`src/rtl/score_pkg.sv`:
```
// -----------------------------------------------------------------------------
// score_pkg
//   Shared definitions for the score overlay: display constants, the digit
//   encoder state type and the 6-bit glyph letter code type that is also used
//   by the score letter mux.
// -----------------------------------------------------------------------------
package score_pkg;

  localparam int unsigned NUM_DIGITS = 4;
  localparam int unsigned MAX_SCORE  = 9999;

  typedef logic [5:0] letter_code_t;

  localparam letter_code_t DIGIT_BASE = 6'd16;
  localparam letter_code_t BLANK_CODE = 6'd0;

  typedef enum logic [1:0] {
    IDLE    = 2'd0,
    CONVERT = 2'd1,
    PENDING = 2'd2
  } score_enc_state_t;

  // Glyph code for a decimal digit, given the code of glyph '0'.
  function automatic letter_code_t digit_code(input logic [3:0] d,
                                              input letter_code_t base);
    return base + letter_code_t'(d);
  endfunction

endpackage

```
`src/rtl/score_bcd_add3.sv`:
```
// -----------------------------------------------------------------------------
// score_bcd_add3
//   Combinational double-dabble nibble correction: values of 5 or more get 3
//   added so that the following left shift carries correctly into the next
//   decimal digit. Never produces a carry out of the nibble.
//   din  : BCD nibble before correction
//   dout : corrected nibble
// -----------------------------------------------------------------------------
module score_bcd_add3 (
  input  logic [3:0] din,
  output logic [3:0] dout
);

  always_comb begin
    dout = (din >= 4'd5) ? (din + 4'd3) : din;
  end

endmodule

```
`src/rtl/score_digit_encoder.sv`:
```
// -----------------------------------------------------------------------------
// score_digit_encoder
//   Converts the binary game score to per-digit glyph letter codes using a
//   sequential shift-and-add-3 conversion, blanks leading zeros, and commits
//   the new digits only at start-of-frame so a frame never shows a partially
//   updated score.
//
//   clk          : system/pixel clock
//   resetN       : asynchronous active-low reset
//   score        : binary score, may change on any cycle
//   startOfFrame : one-cycle frame start pulse, the commit point
//   digitCodes   : letter codes, [5:0] units, [11:6] tens, ...
//   busy         : conversion running or waiting for the commit point
//   updated      : one-cycle pulse after digitCodes was loaded
//   overflow     : last committed score was saturated to MAX_SCORE
// -----------------------------------------------------------------------------
module score_digit_encoder #(
  parameter int unsigned            SCORE_W    = 14,
  parameter int unsigned            NUM_DIGITS = score_pkg::NUM_DIGITS,
  parameter int unsigned            MAX_SCORE  = score_pkg::MAX_SCORE,
  parameter score_pkg::letter_code_t DIGIT_BASE = score_pkg::DIGIT_BASE,
  parameter score_pkg::letter_code_t BLANK_CODE = score_pkg::BLANK_CODE,
  parameter bit                     LEAD_BLANK = 1'b1
) (
  input  logic                      clk,
  input  logic                      resetN,
  input  logic [SCORE_W-1:0]        score,
  input  logic                      startOfFrame,
  output logic [6*NUM_DIGITS-1:0]   digitCodes,
  output logic                      busy,
  output logic                      updated,
  output logic                      overflow
);

  import score_pkg::*;

  localparam int unsigned        BCD_W    = 4 * NUM_DIGITS;
  localparam int unsigned        CNT_W    = $clog2(SCORE_W + 1);
  localparam logic [SCORE_W-1:0] MAX_VAL  = SCORE_W'(MAX_SCORE);
  localparam logic [CNT_W-1:0]   LAST_BIT = CNT_W'(SCORE_W - 1);

  // Display value shown out of reset: a single "0" in the units position.
  function automatic logic [6*NUM_DIGITS-1:0] zero_codes();
    logic [6*NUM_DIGITS-1:0] r;
    r = '0;
    for (int unsigned i = 0; i < NUM_DIGITS; i++) begin
      r[6*i +: 6] = (i == 0 || !LEAD_BLANK) ? DIGIT_BASE : BLANK_CODE;
    end
    return r;
  endfunction

  localparam logic [6*NUM_DIGITS-1:0] RESET_CODES = zero_codes();

  score_enc_state_t        state;
  score_enc_state_t        nextState;

  logic [SCORE_W-1:0]      shiftBin;
  logic [BCD_W-1:0]        bcd;
  logic [BCD_W-1:0]        bcdAdj;
  logic [CNT_W-1:0]        bitCnt;
  logic [SCORE_W-1:0]      rawCap;
  logic [SCORE_W-1:0]      lastScore;
  logic                    ovfNext;

  logic                    startConv;
  logic                    commit;
  logic [6*NUM_DIGITS-1:0] blankedCodes;
  logic                    seenNz;
  logic [3:0]              nib;

  // ---------------------------------------------------------------------------
  // FSM: state register
  // ---------------------------------------------------------------------------
  always_ff @(posedge clk or negedge resetN) begin
    if (!resetN) begin
      state <= IDLE;
    end else begin
      state <= nextState;
    end
  end

  // ---------------------------------------------------------------------------
  // FSM: next-state logic
  // ---------------------------------------------------------------------------
  always_comb begin
    nextState = state;
    case (state)
      IDLE:    if (score != lastScore)   nextState = CONVERT;
      CONVERT: if (bitCnt == LAST_BIT)   nextState = PENDING;
      PENDING: if (startOfFrame)         nextState = IDLE;
      default:                           nextState = IDLE;
    endcase
  end

  // ---------------------------------------------------------------------------
  // FSM: outputs and control strobes
  // ---------------------------------------------------------------------------
  always_comb begin
    busy      = (state != IDLE);
    startConv = (state == IDLE) && (score != lastScore);
    commit    = (state == PENDING) && startOfFrame;
  end

  // ---------------------------------------------------------------------------
  // Per-nibble add-3 correction ahead of each shift
  // ---------------------------------------------------------------------------
  for (genvar g = 0; g < NUM_DIGITS; g++) begin : g_add3
    score_bcd_add3 u_add3 (
      .din  (bcd[4*g +: 4]),
      .dout (bcdAdj[4*g +: 4])
    );
  end

  // ---------------------------------------------------------------------------
  // Conversion datapath
  // ---------------------------------------------------------------------------
  always_ff @(posedge clk or negedge resetN) begin
    if (!resetN) begin
      shiftBin  <= '0;
      bcd       <= '0;
      bitCnt    <= '0;
      rawCap    <= '0;
      ovfNext   <= 1'b0;
      lastScore <= '0;
    end else begin
      case (state)
        IDLE: begin
          if (startConv) begin
            shiftBin <= (score > MAX_VAL) ? MAX_VAL : score;
            bcd      <= '0;
            bitCnt   <= '0;
            rawCap   <= score;
            ovfNext  <= (score > MAX_VAL);
          end
        end
        CONVERT: begin
          // {bcd, shiftBin} shifted left by one, bcd taken from its corrected form
          bcd      <= {bcdAdj[BCD_W-2:0], shiftBin[SCORE_W-1]};
          shiftBin <= shiftBin << 1;
          bitCnt   <= bitCnt + CNT_W'(1);
        end
        PENDING: begin
          // The raw value, not the saturated one, so an unchanged
          // over-range score does not retrigger a conversion.
          if (startOfFrame) begin
            lastScore <= rawCap;
          end
        end
        default: ;
      endcase
    end
  end

  // ---------------------------------------------------------------------------
  // Leading-zero blanking, scanned from the most significant digit down.
  // The units digit always counts as significant.
  // ---------------------------------------------------------------------------
  always_comb begin
    blankedCodes = '0;
    seenNz       = 1'b0;
    nib          = '0;
    for (int unsigned k = 0; k < NUM_DIGITS; k++) begin
      nib = bcd[4*(NUM_DIGITS-1-k) +: 4];
      if (nib != 4'd0 || k == NUM_DIGITS - 1) begin
        seenNz = 1'b1;
      end
      blankedCodes[6*(NUM_DIGITS-1-k) +: 6] =
        (LEAD_BLANK && !seenNz) ? BLANK_CODE : digit_code(nib, DIGIT_BASE);
    end
  end

  // ---------------------------------------------------------------------------
  // Output registers, loaded only at the commit point
  // ---------------------------------------------------------------------------
  always_ff @(posedge clk or negedge resetN) begin
    if (!resetN) begin
      digitCodes <= RESET_CODES;
      updated    <= 1'b0;
      overflow   <= 1'b0;
    end else begin
      updated <= commit;
      if (commit) begin
        digitCodes <= blankedCodes;
        overflow   <= ovfNext;
      end
    end
  end

endmodule
```
`config.mk`:
```
export PLATFORM = sky130hd
export DESIGN_NAME = score_digit_encoder
export DESIGN_NICKNAME = d
export VERILOG_FILES = /design/src/rtl/score_pkg.sv /design/src/rtl/score_bcd_add3.sv /design/src/rtl/score_digit_encoder.sv
export SDC_FILE = /design/constraint.sdc
export NUM_CORES = 1
export LEC_CHECK = 0
export ABC_AREA = 1
export BUFFER_PORTS_ARGS = -buffer_cell sky130_fd_sc_hd__clkbuf_2
export CAP_MARGIN = 15
export CORE_AREA = 2 2 134 136
export DETAILED_ROUTE_END_ITERATION = 8
export DIE_AREA = 0 0 136 138
export SLEW_MARGIN = 20
export SYNTH_ARGS = -nofsm -noshare
export SYNTH_HDL_FRONTEND = slang
export SYNTH_SLANG_ARGS = --single-unit
export TNS_END_PERCENT = 1
```
`constraint.sdc`:
```
create_clock -name clk -period 1.3 [get_ports clk]
set_input_delay 0.065 -clock clk [delete_from_list [all_inputs] [get_ports clk]]
set_output_delay 0.065 -clock clk [all_outputs]
set_load 0.02 [all_outputs]
```
Word-level counts from Yosys, hierarchy flattened
Index checks and enable logic that the tools add are counted.
{ "totals": {"ram_bits": 0, "inputBits": 17, "regBits": 91, "memories": 0, "latch_bits": 0, "mem_bits_ro": 0} }
{ "classes": {"n_eq_ne": 8, "n_mul": 0, "muxes": 21, "bitwise": 0, "div": 0, "shift": 0, "n_reduce_logical": 12, "n_addsub": 9, "magnitude_cmp": 5} }
{ "ops": {"columns": ["op", "n"], "rows": [
  ["$pmux W16 S2", 1],
  ["$mux W14", 2],
  ["$pmux W14 S2", 1],
  ["$add A5 B4 Y6 const A", 4],
  ["$mux W6", 3],
  ["$ge A4 B3 Y1 const B", 4],
  ["$mux W16", 1],
  ["$mux W4", 4],
  ["$gt A14 B14 Y1 const B", 1],
  ["$ne A14 B14 Y1", 1],
  ["$add A4 B2 Y4 const B", 3],
  ["$reduce_bool A4 Y1", 3],
  ["$pmux W4 S2", 1],
  ["$mux W2", 3],
  ["$ne A2 B2 Y1 const B", 3],
  ["$pmux W2 S3", 1],
  ["$reduce_and A2 Y1", 3],
  ["$add A4 B1 Y4 const B", 1],
  ["$eq A4 B4 Y1 const B", 1],
  ["$reduce_bool A2 Y1", 2],
  ["$add A3 B2 Y3 const B", 1],
  ["$mux W1", 3],
  ["$mux W3", 1],
  ["$reduce_and A3 Y1", 1],
  ["other kinds (5)", 6]
]} }

Depth between registers and ports, before layout
Gate-level depths: netlist (run 1).
{ "logic_depth": {"ltp_word": 5, "ltp_mapped": 12, "mapped_depth_nobuf": 11} }

Cells and area by module
Synthesis (run 1) repeated with hierarchy kept, for this count alone.
{ "unflattened": {"cells_unflattened": 573, "area_unflattened_um2": 4439.3} }
{ "modules_own_cells": {"columns": ["mod", "seq_area_each_um2", "instances", "area_per_inst_um2", "cells_per_inst"], "rows": [
  ["score_digit_encoder", 2152.1, 1, 3898.7, 481],
  ["score_bcd_add3", 0.0, 4, 135.1, 23]
]} }

Worst setup path after synthesis (run 1)
OpenSTA, ideal clock, no wires.
{ "synth_timing": {"kind": "reg-to-reg", "from": "reg bcd[8]", "to": "reg bcd[9]", "path_buffers": 0, "required_ns": 1.182, "slack_ns": -0.131, "stages_incl_launch_ff": 9, "setup_time_ns": 0.118, "period_less_slack_ns": 1.431, "t_arrival_ns": 1.313, "path_cell_list": "dfrtp_1 inv_1 ha_1 inv_1 nor2_1 o21ai_0 or2_2 nand3_1 nand2_1"} }
{ "synth_between": {"elab_chain_len": 3, "elab_cells_between_ends": 4, "classes_between": "add/sub (1); order compare (1); mux (2)"} }
{ "synth_rtl": {"columns": ["element", "line_no", "source"], "rows": [
  ["start, declared", "score_digit_encoder.sv:58", "logic [BCD_W-1:0] bcd;"],
  ["start signal, assigned", "score_digit_encoder.sv:138", "bcd <= {bcdAdj[BCD_W-2:0], shiftBin[SCORE_W-1]};"],
  ["$add A4 B2 Y4 or $ge A4 B3 Y1 (tied branches)", "score_bcd_add3.sv:15", "dout = (din >= 4'd5) ? (din + 4'd3) : din;"],
  ["$mux W4 *", "score_bcd_add3.sv:15", null],
  ["$pmux W16 S2 *", "score_digit_encoder.sv:126", "case (state)"]
]} }
Every way passes the cells marked *; elsewhere a longest branch is shown, timed or not.
A chain may end at the register's enable or synchronous reset.

Worst setup path after layout (run 1)
{ "layout_timing": {"from": "reg lastScore[12]", "to": "reg shiftBin[1]"} }
{ "layout_between": {"elab_chain_len": 4} }
{ "layout_rtl": {"columns": ["element", "line_no", "source"], "rows": [
  ["start, declared", "score_digit_encoder.sv:62", "logic [SCORE_W-1:0] lastScore;"],
  ["start signal, assigned", "score_digit_encoder.sv:146", "lastScore <= rawCap;"],
  ["$ne A14 B14 Y1", "score_digit_encoder.sv:100", "startConv = (state == IDLE) && (score != lastScore);"],
  ["$logic_and A1 B1 Y1", "score_digit_encoder.sv:100", null],
  ["$ne A2 B2 Y1 (no line)", null, null],
  ["$reduce_and A2 Y1 (no line)", null, null],
  ["end signal, assigned", "score_digit_encoder.sv:129", "shiftBin <= (score > MAX_VAL) ? MAX_VAL : score;"],
  ["end signal, assigned", "score_digit_encoder.sv:139", "shiftBin <= shiftBin << 1;"],
  ["end, declared", "score_digit_encoder.sv:57", "logic [SCORE_W-1:0] shiftBin;"]
]} }
No other way between the ends.

==> flow_summary.yaml, run 1 <==
run:
  maxCapViolations: 0
clocking:
  clockRootBuffer: "clkbuf_16"
  cts_max_path_buffers: 2
  numCtsBuffers: 9
  htreeDepth: 3
  cts.sinks: 86
  clk_pin_slew_ns: 0.06
  worst_skew_pair.late_latency_ns: 0.35
  cts_tree: "yes"
route:
  route.vias.total: 3679
  wl_per_cell_um: 12.3
  drc_errors: 0
  post_drt_via_cell_ratio: 4.25
  dr.pass1.iters: 4
  drt-total-wl_um: 10600
  first_iter_violations: 253
  ant_nets: 0
cells_and_area:
  num_antenna_cells: 0
  layout.cells.non_filler: 866
  fin_nets: 661
  area_delta_synth_final_pct: 35.6
  final_cell_area_um2: 5810
  mostFrequentLayoutCells: "nand2_1 (163), dfrtp_1 (84), buf_4 (53)"
  drive_gt1_share_pct: 29.5
  final_core_util_pct: 33.1
  fillCellCount: 1827
  final_common_cell: "nand2_1"
power:
  ir_drop_mv: 0.827
  leakage_nw: 2.95
  p_per_area_nw_per_um2: 2540
global_routing:
  overflow: 0
  grtUsageTotal_pct: 11.2
  grt_start_max_net_pins: 39
  first_global_vias: 3421
  grt_pass1_wl_um: 16800
  antenna_found_initial: 0
placed_design:
  gp_congestion: 0.799
  port_buffers: 38
  place_area_um2: 5130
  dp_cells: 836
  place_hpwl_um: 7070
setup_path:
  worstPathArrival_ns: 1.73
  max_stage_delay_ns: 0.35
  end_kind: "flop"
  critPathBufInv: 1
  cp-start-kind: "flop"
  crit_chain: "inv_1 -> nand2_1 -> nand2_2 -> nor2_2 -> nand2_2 -> nor2_4 -> nand2_4 -> nand2_8 -> nand2_8 -> nand2_1 -> nand2_2"
  path_max_fanout: 7
  critPathKind: "flop to flop"
  cp_common_cell: "nand2_2"
  path_delay_family: "simple AND/OR/NAND/NOR gates"
  cpMaxStageDelayCell: "dfrtp_1"
  required_ns: 1.53
floorplan:
  die_area_um2: 18800
  die_x_um: 136
  initial_core_util_pct: 24.4
  rows: 49
  core_area_um2: 17500
  fp.dieH_um: 138
  pin_count: 44
logic_synthesis:
  synth_cells: 534
  netlist_area_um2: 4280
  seq_area_frac_synth_pct: 50.3
  synth_area_per_cell_um2: 8.02
  ys_ff_latch: 86
  ys_warn_count: 0
  synth.distinct_cells: 29
run_status:
  violations: "setup timing"
  status: "finished with violations"
sta:
  setup_ws_ns: -0.198
  setup_viol: 56
  fin_crit_sh_pct: 115
  final_max_slew_viol_count: 0
  hold_viol: 0
  holdWs_ns: 0.0106
  layout_min_cycle_time_ns: 1.50
  rsz0062_at_grt: "yes"
  fmax_mhz: 667
  fin_skew_ns: 0.00908
min_path:
  hp-class: "primary input to flop"
[registers in the layout (all words and copies together), names as in the netlist]
signal	flops
bcd	16
bitCnt	4
digitCodes	19
lastScore	14
overflow	1
ovfNext	1
rawCap	14
shiftBin	14
state	2
updated	1
[cell type report]
| type | count | area, um2 | share of cell area (%) |
|---|---|---|---|
| well taps | 229 | 287 | 4.94 |
| multi-input cells | 374 | 1980 | 34.1 |
| clock inverters | 5 | 58.8 | 1.01 |
| flip-flops and latches | 86 | 2150 | 37.1 |
| clock buffers | 11 | 243 | 4.18 |
| inverters | 53 | 199 | 3.43 |
| repair buffers | 108 | 882 | 15.2 |
[logic make-up (layout without fill, tap and decap cells)]
family / Yosys count / after routing / share of synthesized area [%]
fa+ha+maj: 12 / 12 / 3.51
xor+xnor: 4 / 4 / 0.818
compound gates: 80 / 80 / 9.70
buf+inv: 80 / 177 / 8.77
flops: 86 / 86 / 50.3
other cells: 2 / 5 / 0.175
simple gates: 270 / 273 / 26.8
[Yosys cell counts]
library cell	number	area, um2
nand3_1	49	245
buf_2	6	30.0
o21ai_1	9	45.0
xnor2_1	2	17.5
nand2_8	1	20.0
conb_1	2	7.51
nor2_1	29	109
ha_1	12	150
inv_1	41	154
a21oi_1	17	85.1
nor3b_1	1	7.51
or2_2	4	25.0
buf_4	6	45.0
nand2_4	2	22.5
nor2_2	2	12.5
inv_2	12	45.0
dfrtp_1	86	2150
o21ai_0	48	240
nand4_1	2	12.5
o211ai_1	3	22.5
clkbuf_1	9	33.8
nor3_2	1	10.0
nand2_1	177	664
buf_6	6	67.6
nor2_4	1	11.3
o31ai_1	2	15.0
o21a_1	1	7.51
or2_1	1	6.26
xor2_1	2	17.5
[path summary, 6_finish.rpt]
kind                            depth (start not counted)     startpoint          end  slack, ns
worst min register to register                          2       overflow     overflow       0.47
worst max-delay path                                   11  lastScore[12]  shiftBin[1]      -0.20
min in group asynchronous                               2         resetN   rawCap[10]       0.20
worst max register to register                         11  lastScore[12]  shiftBin[1]      -0.20
worst min-delay path                                    3      score[10]   rawCap[10]       0.01
max in group asynchronous                               3         resetN     state[1]       0.54
[layer usage]
layer / track usage (%) / part of all wire [%] / vias up
li1: - / - / 1891
met2: 18.1 / 49 / 55
met4: 5.10 / 1.9 / 0
met5: 0 / 0 / -
met3: 2.27 / 3.3 / 12
met1: 14.3 / 45 / 1721
[report_power, final]
part / internal [mW] / switching, mW
registers: 3.98 / 0.812
logic: 3.20 / 4.11
clock network: 1.54 / 1.09
total: 8.72 / 6.00
[stage by stage]
step / setup TNS [ns] / setup WS [ns] / power [mW]
2_1_floorplan: -0.251 / -0.0304 / 9.02
3_3_place_gp: -7.94 / -0.221 / 11.0
3_5_place_dp: -8.03 / -0.208 / 11.1
4_1_cts: -6.43 / -0.160 / 13.9
5_1_grt: -14.82 / -0.281 / 16.0
6_report: -8.39 / -0.198 / 14.7
[worst reg2reg max path, cell delays in order, from the launching register on]
cell	delay, ns
dfrtp_1	0.35
inv_1	0.05
nand2_1	0.06
nand2_2	0.06
nor2_2	0.13
nand2_2	0.08
nor2_4	0.13
nand2_4	0.12
nand2_8	0.13
nand2_8	0.08
nand2_1	0.10
nand2_2	0.06
[timing repair]
action,4_1_cts,5_1_grt
hold endpoints to repair,33,0
pin swaps,2,22
hold buffers,4,0
gates resized for setup,15,40
setup buffers,0,2
gates cloned,0,8
setup endpoints to repair,76,85
No activity file was read; power rests on OpenSTA's default activity.
==> run 2, diff against run 1 <==
- BUFFER_PORTS_ARGS: -buffer_cell sky130_fd_sc_hd__clkbuf_2 -> -buffer_cell sky130_fd_sc_hd__buf_2
==> run 2 against run 1 <==
  * The flow still finishes with violations (setup timing)
  * Sequential power barely moved
  * Non-clock buffer count fell by 5
  * Maximum frequency fell by 0.75%
  * Clock skew barely moved
  * Core utilization fell by 0.41 points
  * Combinational power fell by 2%
  * Final cell count fell by 0.92%
  * Clock power fell by 5%
  * Worst setup slack got worse by 0.011 ns
  * Design area fell by 1.3%
  * Worst hold slack got worse by 0.00093 ns
==> flow_summary.yaml, run 2 (synthesis gave the netlist of run 1 again) <==
run_status:
  status: "finished with violations"
  violations: "setup timing"
global_routing:
  antenna_found_initial: 0
  grt_pass1_wl_um: 16800
  grtUsageTotal_pct: 11.2
  first_global_vias: 3562
  grt_start_max_net_pins: 43
  overflow: 0
route:
  drc_errors: 0
  route.vias.total: 3651
  first_iter_violations: 150
  wl_per_cell_um: 12.2
  dr.pass1.iters: 5
  drt-total-wl_um: 10500
  post_drt_via_cell_ratio: 4.26
  ant_nets: 0
setup_path:
  worstPathArrival_ns: 1.78
  cp-start-kind: "flop"
  end_kind: "flop"
  cp-startpoint: "lastScore[4]"
  required_ns: 1.57
  rrSetupSlack_ns: -0.21
  worstRegToRegCells: 10
  path_max_fanout: 8
  r2r-start: "lastScore[4]"
  critPathKind: "flop to flop"
  reg2reg_to: "shiftBin[3]"
  setup.worst_path.end: "shiftBin[3]"
power:
  leakage_nw: 2.91
  p_per_area_nw_per_um2: 2520
  ir_drop_mv: 0.899
  power_mw: 14.5
cells_and_area:
  drive_gt1_share_pct: 27.2
  reg.largest.list: "digitCodes x19, bcd x16"
  num_antenna_cells: 0
  mostFrequentLayoutCells: "nand2_1 (169), dfrtp_1 (84), buf_4 (47)"
  final_common_cell: "nand2_1"
  layout.cells.non_filler: 858
  final_core_util_pct: 32.7
  top_register: "digitCodes"
  largest_register_ffs: 19
  area_delta_synth_final_pct: 33.9
  fin_nets: 654
sta:
  rsz0062_at_grt: "yes"
  layout_min_cycle_time_ns: 1.51
  final_max_slew_viol_count: 0
  fmax_mhz: 662
  hold_viol: 0
  setup_ws_ns: -0.210
  setup_viol: 56
  fin_skew_ns: 0.00942
  holdWs_ns: 0.00963
  tns_ns: -8.73
  fin_crit_sh_pct: 116
placed_design:
  port_buffers: 38
  gp_congestion: 0.803
  place_hpwl_um: 6900
  dp_cells: 833
clocking:
  cts_setup_buffers: 0
  cts_max_path_buffers: 2
  cts_tree: "yes"
  cts.sinks: 86
  clk_pin_slew_ns: 0.06
  htreeDepth: 3
  numCtsBuffers: 9
  worst_skew_pair.late_latency_ns: 0.34
  clockRootBuffer: "clkbuf_16"
floorplan:
  core_area_um2: 17500
  die_area_um2: 18800
  die_x_um: 136
  rows: 49
  pin_count: 44
  initial_core_util_pct: 24.4
  fp.dieH_um: 138
min_path:
  hp-class: "primary input to flop"
run:
  maxCapViolations: 0
run 2: cell types whose count changed in the layout (fill, tap and decap cells not counted), moves of 2 or more:
cell / before / now
buf_8: 3 / 0
clkbuf_2: 37 / 0
buf_6: 3 / 5
o21ai_1: 15 / 17
buf_2: 0 / 37
clkbuf_1: 1 / 4
buf_4: 53 / 47
clkinvlp_4: 2 / 0
nand2_1: 163 / 169
buf_12: 4 / 6
nand2_2: 14 / 8
run 2: worst min-delay path by stage:
stage                        start             to  slack (ns)  depth (start not counted)
after floorplan             resetN         bcd[0]       -0.23                          0
after global placement      resetN  lastScore[10]      0.0003                          1
after detailed placement    resetN  lastScore[10]       0.003                          1
after CTS                 score[2]      rawCap[2]       0.005                          3
after global routing      score[5]      rawCap[5]        0.01                          3
final                     score[8]      rawCap[8]        0.01                          3
run 2: area by class of cell:
class | instances | area (um2)
repair buffers | 103 | 872
multi-input cells | 372 | 1940
clock inverters | 1 | 30.0
inverters | 53 | 199
fillers | 1849 | 11800
well taps | 229 | 287
clock buffers | 14 | 254
flip-flops and latches | 86 | 2150
run 2: metal layers:
| metal | vias up | part of all wire, % | GRT usage [%] |
|---|---|---|---|
| met3 | 10 | 2.7 | 1.80 |
| met4 | 0 | 1.4 | 5.54 |
| li1 | 1873 | - | - |
| met5 | - | 0 | 0 |
| met1 | 1721 | 48 | 14.6 |
| met2 | 47 | 48 | 18.0 |
run 2: what timing repair did:
item                                    4_1_cts  5_1_grt
cloned                                        0        7
pin swaps                                     4       12
hold endpoints to repair                     87        1
hold buffers                                  2        1
gates resized for setup                      12       33
endpoints found under the setup margin       78       80
run 2: where the power goes:
group / total, mW / internal (mW) / switching [mW]
combinational: 7.19 / 3.15 / 4.04
sequential: 4.77 / 3.98 / 0.789
clock: 2.51 / 1.53 / 0.979
run 2: through the flow:
stage	setup slack, ns	area [um2]
finish	-0.210	5730
global route	-0.311	5730
CTS	-0.181	5480
detailed placement	-0.197	5140
global placement	-0.180	5140
floorplan	-0.0304	4330
run 2: worst max-delay path, stage by stage, from the launching register on:
cell,delay (ns)
dfrtp_1,0.40
nand2_1,0.07
nand2_1,0.05
nor2_1,0.11
nand2_1,0.11
nor2_2,0.14
nand2_4,0.11
nand2_8,0.15
clkbuf_16,0.18
nand3_1,0.07
nand2_1,0.06
==> run 3, diff against run 2 <==
- CORE_AREA: 2 2 134 136 -> 2 2 137 139
- DIE_AREA: 0 0 136 138 -> 0 0 139 141
- SYNTH_HIERARCHICAL: not set -> 1
==> run 3 against run 2 <==
  * The run still ends with setup timing left
  * Highest routed layer unchanged
  * Worst setup slack improved by 0.0091 ns
  * Area after synthesis rose by 3.1%
  * Flip-flop and latch count did not move
  * Largest cell class unchanged
  * Combinational power fell by 4.6%
  * Critical path type unchanged
==> flow_summary.yaml, run 3 <==
run_status:
  status: "finished with violations"
  violations: "setup timing"
floorplan:
  pin_count: 44
  core_area_um2: 18300
  initial_core_util_pct: 24.2
  rows: 50
  die_area_um2: 19600
  fp.dieH_um: 141
  die_x_um: 139
placed_design:
  gp_congestion: 0.786
  place_hpwl_um: 6720
  place_area_um2: 5070
  dp_cells: 847
  port_buffers: 38
route:
  dr.pass1.iters: 4
  route.vias.total: 3675
  drc_errors: 0
  wl_per_cell_um: 11.9
  drt-total-wl_um: 10400
  post_drt_via_cell_ratio: 4.21
  ant_nets: 0
  first_iter_violations: 241
sta:
  setup_viol: 51
  hold_viol: 0
  fin_crit_sh_pct: 115
  fin_skew_ns: 0.0105
  setup_ws_ns: -0.201
  final_max_slew_viol_count: 0
  layout_min_cycle_time_ns: 1.50
  rsz0062_at_grt: "yes"
  fmax_mhz: 666
  holdWs_ns: 0.00220
cells_and_area:
  layout.cells.non_filler: 872
  largest_register_ffs: 19
  num_antenna_cells: 0
  mostFrequentLayoutCells: "nand2_1 (206), dfrtp_1 (86), inv_1 (46)"
  reg.largest.list: "digitCodes x19, bcd x16"
  final_common_cell: "nand2_1"
  fillCellCount: 1964
  final_core_util_pct: 30.6
  fin_nets: 660
  final_cell_area_um2: 5600
  drive_gt1_share_pct: 23.0
  top_register: "digitCodes"
  area_delta_synth_final_pct: 26.8
min_path:
  min-delay-start: "score[1]"
  hp-class: "primary input to flop"
  holdPathEnd: "rawCap[1]"
  holdPathStages: 3
global_routing:
  grtUsageMet1_pct: 14.4
  grt_pass1_wl_um: 17200
  overflow: 0
  grt_start_max_net_pins: 87
  busiest_layer: "met2"
  grtUsageTotal_pct: 10.6
  gr-usage-met3_pct: 2.55
  grt_use_met2_pct: 17.0
  antenna_found_initial: 0
  first_global_vias: 3551
logic_synthesis:
  synth_area_per_cell_um2: 7.77
  ys_warn_count: 6
  synth_cells: 568
  netlist_area_um2: 4410
clocking:
  cts_max_path_buffers: 2
  clk_pin_slew_ns: 0.07
  cts_tree: "yes"
  htreeDepth: 3
  clockRootBuffer: "clkbuf_16"
  numCtsBuffers: 9
  cts.sinks: 86
  cts_setup_buffers: 0
  worst_skew_pair.late_latency_ns: 0.34
setup_path:
  r2r-start: "lastScore[13]"
  cp-start-kind: "flop"
  rrSetupSlack_ns: -0.20
  required_ns: 1.58
  cp_common_cell: "nand2_1"
  cpMaxStageDelayCell: "dfrtp_1"
  worstPathArrival_ns: 1.78
  worstRegToRegCells: 11
  max_stage_delay_ns: 0.34
  crit_chain: "inv_1 -> nand2_1 -> nand2_1 -> nor2_1 -> nand2_2 -> nor2_2 -> nand2_2 -> nand2_4 -> clkbuf_16 -> nand3_2 -> nand2_1"
  critPathKind: "flop to flop"
  end_kind: "flop"
  reg2reg_to: "bcd[14]"
  path_max_fanout: 6
power:
  ir_drop_mv: 0.822
  p_per_area_nw_per_um2: 2470
  leakage_nw: 2.90
run:
  maxCapViolations: 0
## run 3: final cells by class
cell class	instances	area, um2	share of cell area (%)
flip-flops and latches	86	2150	38.5
multi-input cells	404	2010	36.0
repair buffers	77	662	11.8
well taps	234	293	5.23
clock buffers	11	233	4.16
inverters	55	206	3.69
clock inverters	5	35.0	0.626
## run 3: worst max path at each step
stage                     slack [ns]          end     startpoint  cells past startpoint
after global placement         -0.10  shiftBin[7]  lastScore[11]                     11
after detailed placement       -0.13    rawCap[5]   lastScore[1]                     10
after global routing           -0.34      bcd[13]   lastScore[0]                     10
after floorplan                -0.02  shiftBin[1]   lastScore[1]                     11
after CTS                      -0.15    rawCap[5]   lastScore[9]                     10
final                          -0.20      bcd[14]  lastScore[13]                     11
## run 3: timing repair
item / CTS / global route
pin swaps: 0 / 21
hold buffers: 3 / 0
gates resized for setup: 0 / 38
setup endpoints to repair: 50 / 64
cloned: 0 / 6
hold endpoints to repair: 88 / 0
## run 3: power breakdown
part	internal, mW	switching, mW
clock network	1.30	1.07
logic	2.87	3.99
registers	3.84	0.773
total	8.01	5.83
## run 3: worst max-delay path, delay by kind of cell (launching register included)
family / cells / cell delay (ns)
DFF: 1 / 0.34
and+or+nand+nor: 9 / 0.87
buffers and inverters: 2 / 0.23
## run 3: routing by layer
| metal | wire length, um | vias to the layer above |
|---|---|---|
| li1 | - | 1893 |
| met2 | 4830 | 72 |
| met3 | 454 | 10 |
| met1 | 5010 | 1700 |
| met5 | 0 | - |
| met4 | 102 | 0 |
## run 3: per-stage QoR
stage / worst slack (ns) / setup TNS (ns) / power [mW]
6_report: -0.201 / -8.41 / 13.8
5_1_grt: -0.338 / -15.95 / 15.1
4_1_cts: -0.146 / -5.67 / 13.2
3_5_place_dp: -0.131 / -4.80 / 10.8
3_3_place_gp: -0.105 / -4.37 / 10.7
2_1_floorplan: -0.0168 / -0.249 / 9.01
